<file path="src/rtl/mips_defs.sv">
// Shared MIPS fetch definitions: reset fetch address and the
// fetch-sequencer FSM state encoding.
package mips_defs;

    localparam logic [31:0] RESET_PC_DEF = 32'h0000_3000;
    localparam logic [31:0] PC_STEP      = 32'd4;

    typedef enum logic {
        RUN  = 1'b0,
        PEND = 1'b1
    } pc_state_t;

    // Sequential fetch address; 32-bit wrapping add.
    function automatic logic [31:0] pc_plus4(input logic [31:0] pc);
        return pc + PC_STEP;
    endfunction

endpackage

</file>
<file path="src/rtl/pc_seq_f_if.sv">
// Fetch-sequencer bus: D-stage redirect requests and the hazard-unit
// stall in, F-stage fetch address and status out.
// With PC_SEQ_PERF_EN defined the bus also carries redir_cnt/stall_cnt.
interface pc_seq_f_if;

    logic        stall_F;
    logic        br_D;
    logic        j_D;
    logic        jr_D;
    logic [31:0] PC4_D;
    logic [25:0] I26_D;
    logic [31:0] jr_tgt_D;
    logic [31:0] PC_F;
    logic [31:0] PC4_F;
    logic        redir_F;
    logic        pend_F;
    logic        adel_F;
`ifdef PC_SEQ_PERF_EN
    logic [31:0] redir_cnt;
    logic [31:0] stall_cnt;
`endif

    // Sequencer side
    modport slave (
        input  stall_F, br_D, j_D, jr_D, PC4_D, I26_D, jr_tgt_D,
`ifdef PC_SEQ_PERF_EN
        output redir_cnt, stall_cnt,
`endif
        output PC_F, PC4_F, redir_F, pend_F, adel_F
    );

    // Pipeline/hazard-unit side
    modport master (
        output stall_F, br_D, j_D, jr_D, PC4_D, I26_D, jr_tgt_D,
`ifdef PC_SEQ_PERF_EN
        input  redir_cnt, stall_cnt,
`endif
        input  PC_F, PC4_F, redir_F, pend_F, adel_F
    );

endinterface

</file>
<file path="src/rtl/npc_D.sv">
// D-stage next-PC adder: j target when NPCsrc=1, otherwise the
// PC-relative branch target PC4 + sext(imm16 << 2), wrapping.
module npc_D (
    input  logic        NPCsrc,
    input  logic [31:0] PC4,
    input  logic [25:0] I26,
    output logic [31:0] npc
);

    logic [31:0] br_off;
    logic [31:0] j_tgt;
    logic [31:0] br_tgt;

    assign br_off = {{14{I26[15]}}, I26[15:0], 2'b00};
    assign j_tgt  = {PC4[31:28], I26, 2'b00};
    assign br_tgt = PC4 + br_off;
    assign npc    = NPCsrc ? j_tgt : br_tgt;

endmodule

</file>
<file path="src/rtl/pc_seq_f.sv">
// Fetch-stage PC sequencer. Applies D-stage redirects (jr > j > br)
// with zero added latency, and buffers a redirect that arrives while
// fetch is stalled so it is applied when the stall releases.
// Optional feature: define PC_SEQ_PERF_EN to add redir_cnt/stall_cnt.
module pc_seq_f
    import mips_defs::*;
#(
    parameter logic [31:0] RESET_PC = RESET_PC_DEF
) (
    input  logic       clk,
    input  logic       reset,
    pc_seq_f_if.slave  bus
);

    logic [31:0] npc_tgt;
    logic [31:0] live_tgt;
    logic        req;
    logic [31:0] pc;
    logic [31:0] pc_nxt;
    logic [31:0] pend_tgt;
    logic [31:0] pend_tgt_nxt;
    logic        redir;
    logic        redir_nxt;
    pc_state_t   state;
    pc_state_t   state_nxt;

    // j_D steers the adder to the jump target, which gives j > br.
    npc_D u_npc (
        .NPCsrc (bus.j_D),
        .PC4    (bus.PC4_D),
        .I26    (bus.I26_D),
        .npc    (npc_tgt)
    );

    assign req      = bus.br_D | bus.j_D | bus.jr_D;
    assign live_tgt = bus.jr_D ? bus.jr_tgt_D : npc_tgt;

    // Next-state, next-PC and buffered-target selection.
    always_comb begin
        state_nxt    = state;
        pc_nxt       = pc;
        pend_tgt_nxt = pend_tgt;
        redir_nxt    = 1'b0;
        case (state)
            RUN: begin
                if (!bus.stall_F) begin
                    if (req) begin
                        pc_nxt    = live_tgt;
                        redir_nxt = 1'b1;
                    end else begin
                        pc_nxt = pc_plus4(pc);
                    end
                end else if (req) begin
                    pend_tgt_nxt = live_tgt;
                    state_nxt    = PEND;
                end
            end
            PEND: begin
                if (bus.stall_F) begin
                    // Newest redirect replaces the buffered one.
                    if (req) begin
                        pend_tgt_nxt = live_tgt;
                    end
                end else begin
                    // A live redirect is younger than the buffered one.
                    pc_nxt    = req ? live_tgt : pend_tgt;
                    redir_nxt = 1'b1;
                    state_nxt = RUN;
                end
            end
            default: begin
                state_nxt = RUN;
            end
        endcase
    end

    // State, PC and buffered-target registers with synchronous reset.
    always_ff @(posedge clk) begin
        if (!reset) begin
            state    <= RUN;
            pc       <= RESET_PC;
            pend_tgt <= '0;
            redir    <= 1'b0;
        end else begin
            state    <= state_nxt;
            pc       <= pc_nxt;
            pend_tgt <= pend_tgt_nxt;
            redir    <= redir_nxt;
        end
    end

    assign bus.PC_F    = pc;
    assign bus.PC4_F   = pc_plus4(pc);
    assign bus.redir_F = redir;
    assign bus.pend_F  = (state == PEND);
    assign bus.adel_F  = (pc[1:0] != 2'b00);

`ifdef PC_SEQ_PERF_EN
    logic [31:0] redir_cnt;
    logic [31:0] stall_cnt;

    // Wrapping event counters for redirects taken and stalled cycles.
    always_ff @(posedge clk) begin
        if (!reset) begin
            redir_cnt <= '0;
            stall_cnt <= '0;
        end else begin
            if (redir_nxt) begin
                redir_cnt <= redir_cnt + 32'd1;
            end
            if (bus.stall_F) begin
                stall_cnt <= stall_cnt + 32'd1;
            end
        end
    end

    assign bus.redir_cnt = redir_cnt;
    assign bus.stall_cnt = stall_cnt;
`endif

endmodule

</file>
<file path="src/flat_wrapper.sv">
// flat-port wrapper written by rule: the top's interface ports become plain ports
module pc_seq_f_flat import mips_defs::*;
#(
    parameter logic [31:0] RESET_PC = RESET_PC_DEF
)
  (clk, reset, bus_stall_F, bus_br_D, bus_j_D, bus_jr_D, bus_PC4_D, bus_I26_D, bus_jr_tgt_D, bus_PC_F, bus_PC4_F, bus_redir_F, bus_pend_F, bus_adel_F);
  pc_seq_f_if bus_i ();
  input  logic clk;
  input  logic reset;
  input wire logic [$bits(bus_i.stall_F)-1:0] bus_stall_F;
  input wire logic [$bits(bus_i.br_D)-1:0] bus_br_D;
  input wire logic [$bits(bus_i.j_D)-1:0] bus_j_D;
  input wire logic [$bits(bus_i.jr_D)-1:0] bus_jr_D;
  input wire logic [$bits(bus_i.PC4_D)-1:0] bus_PC4_D;
  input wire logic [$bits(bus_i.I26_D)-1:0] bus_I26_D;
  input wire logic [$bits(bus_i.jr_tgt_D)-1:0] bus_jr_tgt_D;
  output wire logic [$bits(bus_i.PC_F)-1:0] bus_PC_F;
  output wire logic [$bits(bus_i.PC4_F)-1:0] bus_PC4_F;
  output wire logic [$bits(bus_i.redir_F)-1:0] bus_redir_F;
  output wire logic [$bits(bus_i.pend_F)-1:0] bus_pend_F;
  output wire logic [$bits(bus_i.adel_F)-1:0] bus_adel_F;
  assign bus_i.stall_F = bus_stall_F;
  assign bus_i.br_D = bus_br_D;
  assign bus_i.j_D = bus_j_D;
  assign bus_i.jr_D = bus_jr_D;
  assign bus_i.PC4_D = bus_PC4_D;
  assign bus_i.I26_D = bus_I26_D;
  assign bus_i.jr_tgt_D = bus_jr_tgt_D;
  assign bus_PC_F = bus_i.PC_F;
  assign bus_PC4_F = bus_i.PC4_F;
  assign bus_redir_F = bus_i.redir_F;
  assign bus_pend_F = bus_i.pend_F;
  assign bus_adel_F = bus_i.adel_F;
  pc_seq_f #(.RESET_PC(RESET_PC)) u_core (.clk(clk), .reset(reset), .bus(bus_i));
endmodule
</file>
<file path="config.mk">
export PLATFORM = sky130hd
export DESIGN_NAME = pc_seq_f_flat
export DESIGN_NICKNAME = d
export VERILOG_FILES = /design/src/rtl/mips_defs.sv /design/src/rtl/pc_seq_f_if.sv /design/src/rtl/npc_D.sv /design/src/rtl/pc_seq_f.sv /design/src/flat_wrapper.sv
export SDC_FILE = /design/constraint.sdc
export NUM_CORES = 1
export LEC_CHECK = 0
export ABC_AREA = 1
export BUFFER_PORTS_ARGS = -buffer_cell sky130_fd_sc_hd__buf_2
export CAP_MARGIN = 20
export CORE_MARGIN = 2
export CORE_UTILIZATION = 50
export DETAILED_ROUTE_END_ITERATION = 8
export PLACE_DENSITY = 0.76
export SLEW_MARGIN = 20
export SYNTH_ARGS = -nofsm -noshare
export SYNTH_HDL_FRONTEND = slang
export SYNTH_SLANG_ARGS = --single-unit
</file>
<file path="constraint.sdc">
create_clock -name clk -period 2.35 [get_ports clk]
set_input_delay 0.235 -clock clk [delete_from_list [all_inputs] [get_ports clk]]
set_output_delay 0.235 -clock clk [all_outputs]
set_load 0.01 [all_outputs]
</file>
==> run summary <==
In this run the standard cell core region covers 12,600 um2. Fill cells in the final layout number 1,307. The final count of pins violating max slew is 0, and the routed length per placed instance is 15.0 um. H-tree depth reported by CTS: 3. Summed over all layers, the global routing overflow is 0.

In this run, placement finished with an instance count of 1,444. Setup violations remaining at the end of the flow were counted as 0. The tools report the final count of hold timing violations as 0. The number of CTS-inserted buffers is 9, and the horizontal die dimension is 118 um. The run finished with clean final reports. The final cycle utilization of the critical path was 96.0%; the number of distinct library cell variants in the gate-level netlist after synthesis was 46.

The final non-filler cell total is 1,463. Setup repair after global routing could not meet its margin everywhere. The detailed router's first-iteration violation count was 772. Pin count of the biggest net entering global routing: 45.

A synthesized cell averages 5.75 um2. Yosys printed 0 warnings. After legalization and detailed placement, the total HPWL measured 17.3 mm.

Total of buffers placed on input and output ports: 162. The clock period minus final worst setup slack is 2260 ps. The number of detailed-route iterations in the first pass was 7; the top-level I/O count was 163. The worst slew margin relative to its limit is 54.7%, and the number of nets in the synthesized netlist is 1,248. TritonCTS built the clock tree. The clock passes through at most 2 buffers. The die covers 13,800 um2. For this run, the total global-route usage over all layers was measured as 31.8%.

The reported max-cap violation count was 0; the final worst hold slack was 236 ps. Of the cells placed in the final design, the portion with a size suffix greater than 1 is 19.1%. The number of global-route vias before repair was 7,292. The critical path class is register to output port. Leakage component of the power: 4.25 nW.

The run gives 0 as the number of antenna violations at the first check in global routing. For this run, the leading register cell type out of synthesis is sky130_fd_sc_hd__dfxtp_1. The number of nets in the layout was 1,413.

Height of the chip: 118 um. The synthesis-to-finish area growth came out at 22.7%. STA classifies the critical path endpoint as an output port. The worst setup path is launched from a register. For this block, the via count after detailed routing is 7,775. At the pin with the least slew margin, the transition time is 678 ps.

The path class of the tightest hold or removal check is input pin to register. The worst endpoint data arrival time was 2020 ps; the effective utilization at floorplan was 51.1%. The tools report the required arrival time at the worst endpoint as 2120 ps. The worst-case IR drop observed on VDD is 0.000528 V.

After clock tree synthesis, the clock-pin slew on the worst setup and hold paths is 60 ps. The root buffer cell chosen for the clock tree is sky130_fd_sc_hd__clkbuf_16. In this run the cell area of the synthesized design comes to 6450 um2. In this run the worst path has a maximum fanout of 5. After floorplanning, the core was divided into 41 placement rows. The tree built by TritonCTS fans out to 66 sinks. The first global-routing pass estimated 35.8 mm of wire.

The design draws 0.00402 W. For the worst-skew pair, the clock arrives at the later sink with an insertion delay of 340 ps. After synthesis the netlist holds a flip-flop and latch count of 66.

After technology mapping, the gate count stands at 1,121. Between clock sinks in the finished design, the worst skew comes to 9.43 ps. 0 antenna diodes ended up in the layout. The number of flops mapped to enable cells by yosys is 0.

After detailed routing, the number of remaining DRC violations is 0. Dividing total power by cell area gives a power density of 509 nW/um2. Once detail routing completed, the nets flagged for antenna violations numbered 0. The congestion estimate from routability-driven global placement came to 0.946. Timing would allow up to 443 MHz.

The share of flip-flops with an asynchronous set or reset after synthesis is 0%, and the post-detailed-route via-to-cell ratio is 5.31. Sequential elements use 20.5% of the synthesized area. The run gives 22.0 mm as the wire length after detailed routing.
[registers in the layout, summed over array words and instances (netlist names)]
signal and flops:
u_core.bus.PC_F 32, u_core.pend_tgt 32, u_core.bus.pend_F 1, u_core.bus.redir_F 1
[report_power, final]
part / switching, W / internal, W
Combinational: 0.000854 / 0.000510
Clock: 0.000511 / 0.000846
Sequential: 0.0000841 / 0.00122
[cell usage after synthesis, types with 2 or more instances]
master,instances,area share (%)
sky130_fd_sc_hd__o22ai_1,3,0.29
sky130_fd_sc_hd__nor3_1,11,0.85
sky130_fd_sc_hd__a221oi_1,3,0.41
sky130_fd_sc_hd__clkinv_1,2,0.12
sky130_fd_sc_hd__o211ai_1,11,1.3
sky130_fd_sc_hd__nand2_2,2,0.19
sky130_fd_sc_hd__inv_1,164,9.5
sky130_fd_sc_hd__nor3_2,3,0.47
sky130_fd_sc_hd__dfxtp_1,66,20
sky130_fd_sc_hd__xnor2_2,2,0.50
sky130_fd_sc_hd__a21o_1,3,0.35
sky130_fd_sc_hd__nand2_1,348,20
sky130_fd_sc_hd__nand3_1,61,4.7
sky130_fd_sc_hd__nor2_2,5,0.49
sky130_fd_sc_hd__buf_2,10,0.78
sky130_fd_sc_hd__xor2_1,21,2.9
sky130_fd_sc_hd__nor4_1,5,0.49
sky130_fd_sc_hd__nor2_1,100,5.8
sky130_fd_sc_hd__nand3b_1,5,0.58
sky130_fd_sc_hd__or2_2,2,0.19
sky130_fd_sc_hd__a41oi_1,2,0.27
sky130_fd_sc_hd__clkbuf_1,29,1.7
sky130_fd_sc_hd__ha_1,30,5.8
sky130_fd_sc_hd__o21ai_0,84,6.5
sky130_fd_sc_hd__buf_4,2,0.23
sky130_fd_sc_hd__a21oi_1,86,6.7
sky130_fd_sc_hd__a31oi_1,15,1.5
sky130_fd_sc_hd__a22o_1,2,0.27
sky130_fd_sc_hd__o21bai_1,3,0.35
sky130_fd_sc_hd__and2_1,2,0.19
sky130_fd_sc_hd__nand4_1,7,0.68
sky130_fd_sc_hd__nor2_4,2,0.35
sky130_fd_sc_hd__xnor2_1,17,2.3
[worst paths after layout]
| kind | start | depth (start not counted) | endpoint | slack, ps |
|---|---|---|---|---|
| worst min register to register | u_core.pend_tgt[20]$_SDFFE_PN0P_ | 2 | u_core.pend_tgt[20]$_SDFFE_PN0P_ | 460 |
| worst max-delay path | u_core.bus.PC_F[4]$_SDFFE_PN0P_ | 9 | bus_PC4_F[31] | 90 |
| worst max register to register | u_core.bus.PC_F[11]$_SDFFE_PN0P_ | 12 | u_core.bus.PC_F[30]$_SDFFE_PN0P_ | 390 |
| worst min-delay path | bus_jr_tgt_D[3] | 3 | u_core.pend_tgt[3]$_SDFFE_PN0P_ | 240 |
[placed cells by master (no fill, tap or decap), types with 11 or more instances in the layout]
| master | n |
|---|---|
| sky130_fd_sc_hd__nand2_1 | 347 |
| sky130_fd_sc_hd__inv_1 | 164 |
| sky130_fd_sc_hd__buf_2 | 162 |
| sky130_fd_sc_hd__nor2_1 | 98 |
| sky130_fd_sc_hd__a21oi_1 | 86 |
| sky130_fd_sc_hd__o21ai_0 | 84 |
| sky130_fd_sc_hd__nand3_1 | 61 |
| sky130_fd_sc_hd__dfxtp_1 | 61 |
| sky130_fd_sc_hd__buf_4 | 34 |
| sky130_fd_sc_hd__ha_1 | 29 |
| sky130_fd_sc_hd__xor2_1 | 18 |
| sky130_fd_sc_hd__xnor2_1 | 17 |
| sky130_fd_sc_hd__a31oi_1 | 15 |
| sky130_fd_sc_hd__nor3_1 | 11 |
| sky130_fd_sc_hd__o211ai_1 | 11 |
[per-stage QoR]
stage | area [um2] | utilization (%) | TNS [ps] | setup WS [ps]
2_1_floorplan | 6450 | - | 0 | 446
3_3_place_gp | 7530 | 59.7 | -14.9 | -14.9
3_5_place_dp | 7530 | 59.7 | -92.0 | -60.0
4_1_cts | 7840 | 62.2 | 0 | 7.72
5_1_grt | 7910 | 62.7 | -29.4 | -29.4
6_report | 7910 | 62.7 | 0 | 94.0
[logic make-up (layout without fill, tap and decap cells)]
kind of cell / Yosys count / count (layout) / share of synthesized area [%]
xor+xnor: 41 / 41 / 5.92
fa+ha+maj: 31 / 31 / 6.13
compound gates: 217 / 217 / 18.6
simple gates: 558 / 558 / 36.5
flops: 66 / 66 / 20.5
buf+inv: 208 / 378 / 12.4
[worst max-delay path, stage by stage (launching register included)]
cell and delay [ps]:
sky130_fd_sc_hd__dfxtp_1 380, sky130_fd_sc_hd__inv_1 110, sky130_fd_sc_hd__nor2_2 150, sky130_fd_sc_hd__nand2_2 100, sky130_fd_sc_hd__nor2_4 130, sky130_fd_sc_hd__nand2_4 110, sky130_fd_sc_hd__nor2_4 130, sky130_fd_sc_hd__nand4_1 160
sky130_fd_sc_hd__xor2_2 230, sky130_fd_sc_hd__buf_2 160
[area by class of cell]
| class | instances | area, um2 | share of cell area, % |
|---|---|---|---|
| Timing Repair Buffer | 196 | 1070 | 13.5 |
| Sequential cell | 66 | 1330 | 16.8 |
| Clock inverter | 5 | 53.8 | 0.680 |
| Clock buffer | 11 | 243 | 3.07 |
| Tap cell | 172 | 215 | 2.72 |
| Inverter | 166 | 623 | 7.88 |
| Multi-Input combinational cell | 847 | 4380 | 55.4 |
[what timing repair did]
action	in CTS	in global routing
gates resized for setup	1	13
setup endpoints to repair	2	13
setup buffers	1	2
hold buffers	0	0
cloned	0	0
pin swaps	0	3
[per-layer routing]
metal | vias to the layer above | GRT usage (%) | wire (um)
met5 | - | 0 | 0
met1 | 3417 | 41.3 | 9540
met4 | 0 | 11.7 | 747
met3 | 62 | 6.30 | 1830
met2 | 364 | 52.2 | 9890
li1 | 3932 | - | -
Note: power is estimated with default switching activity, not from simulation.
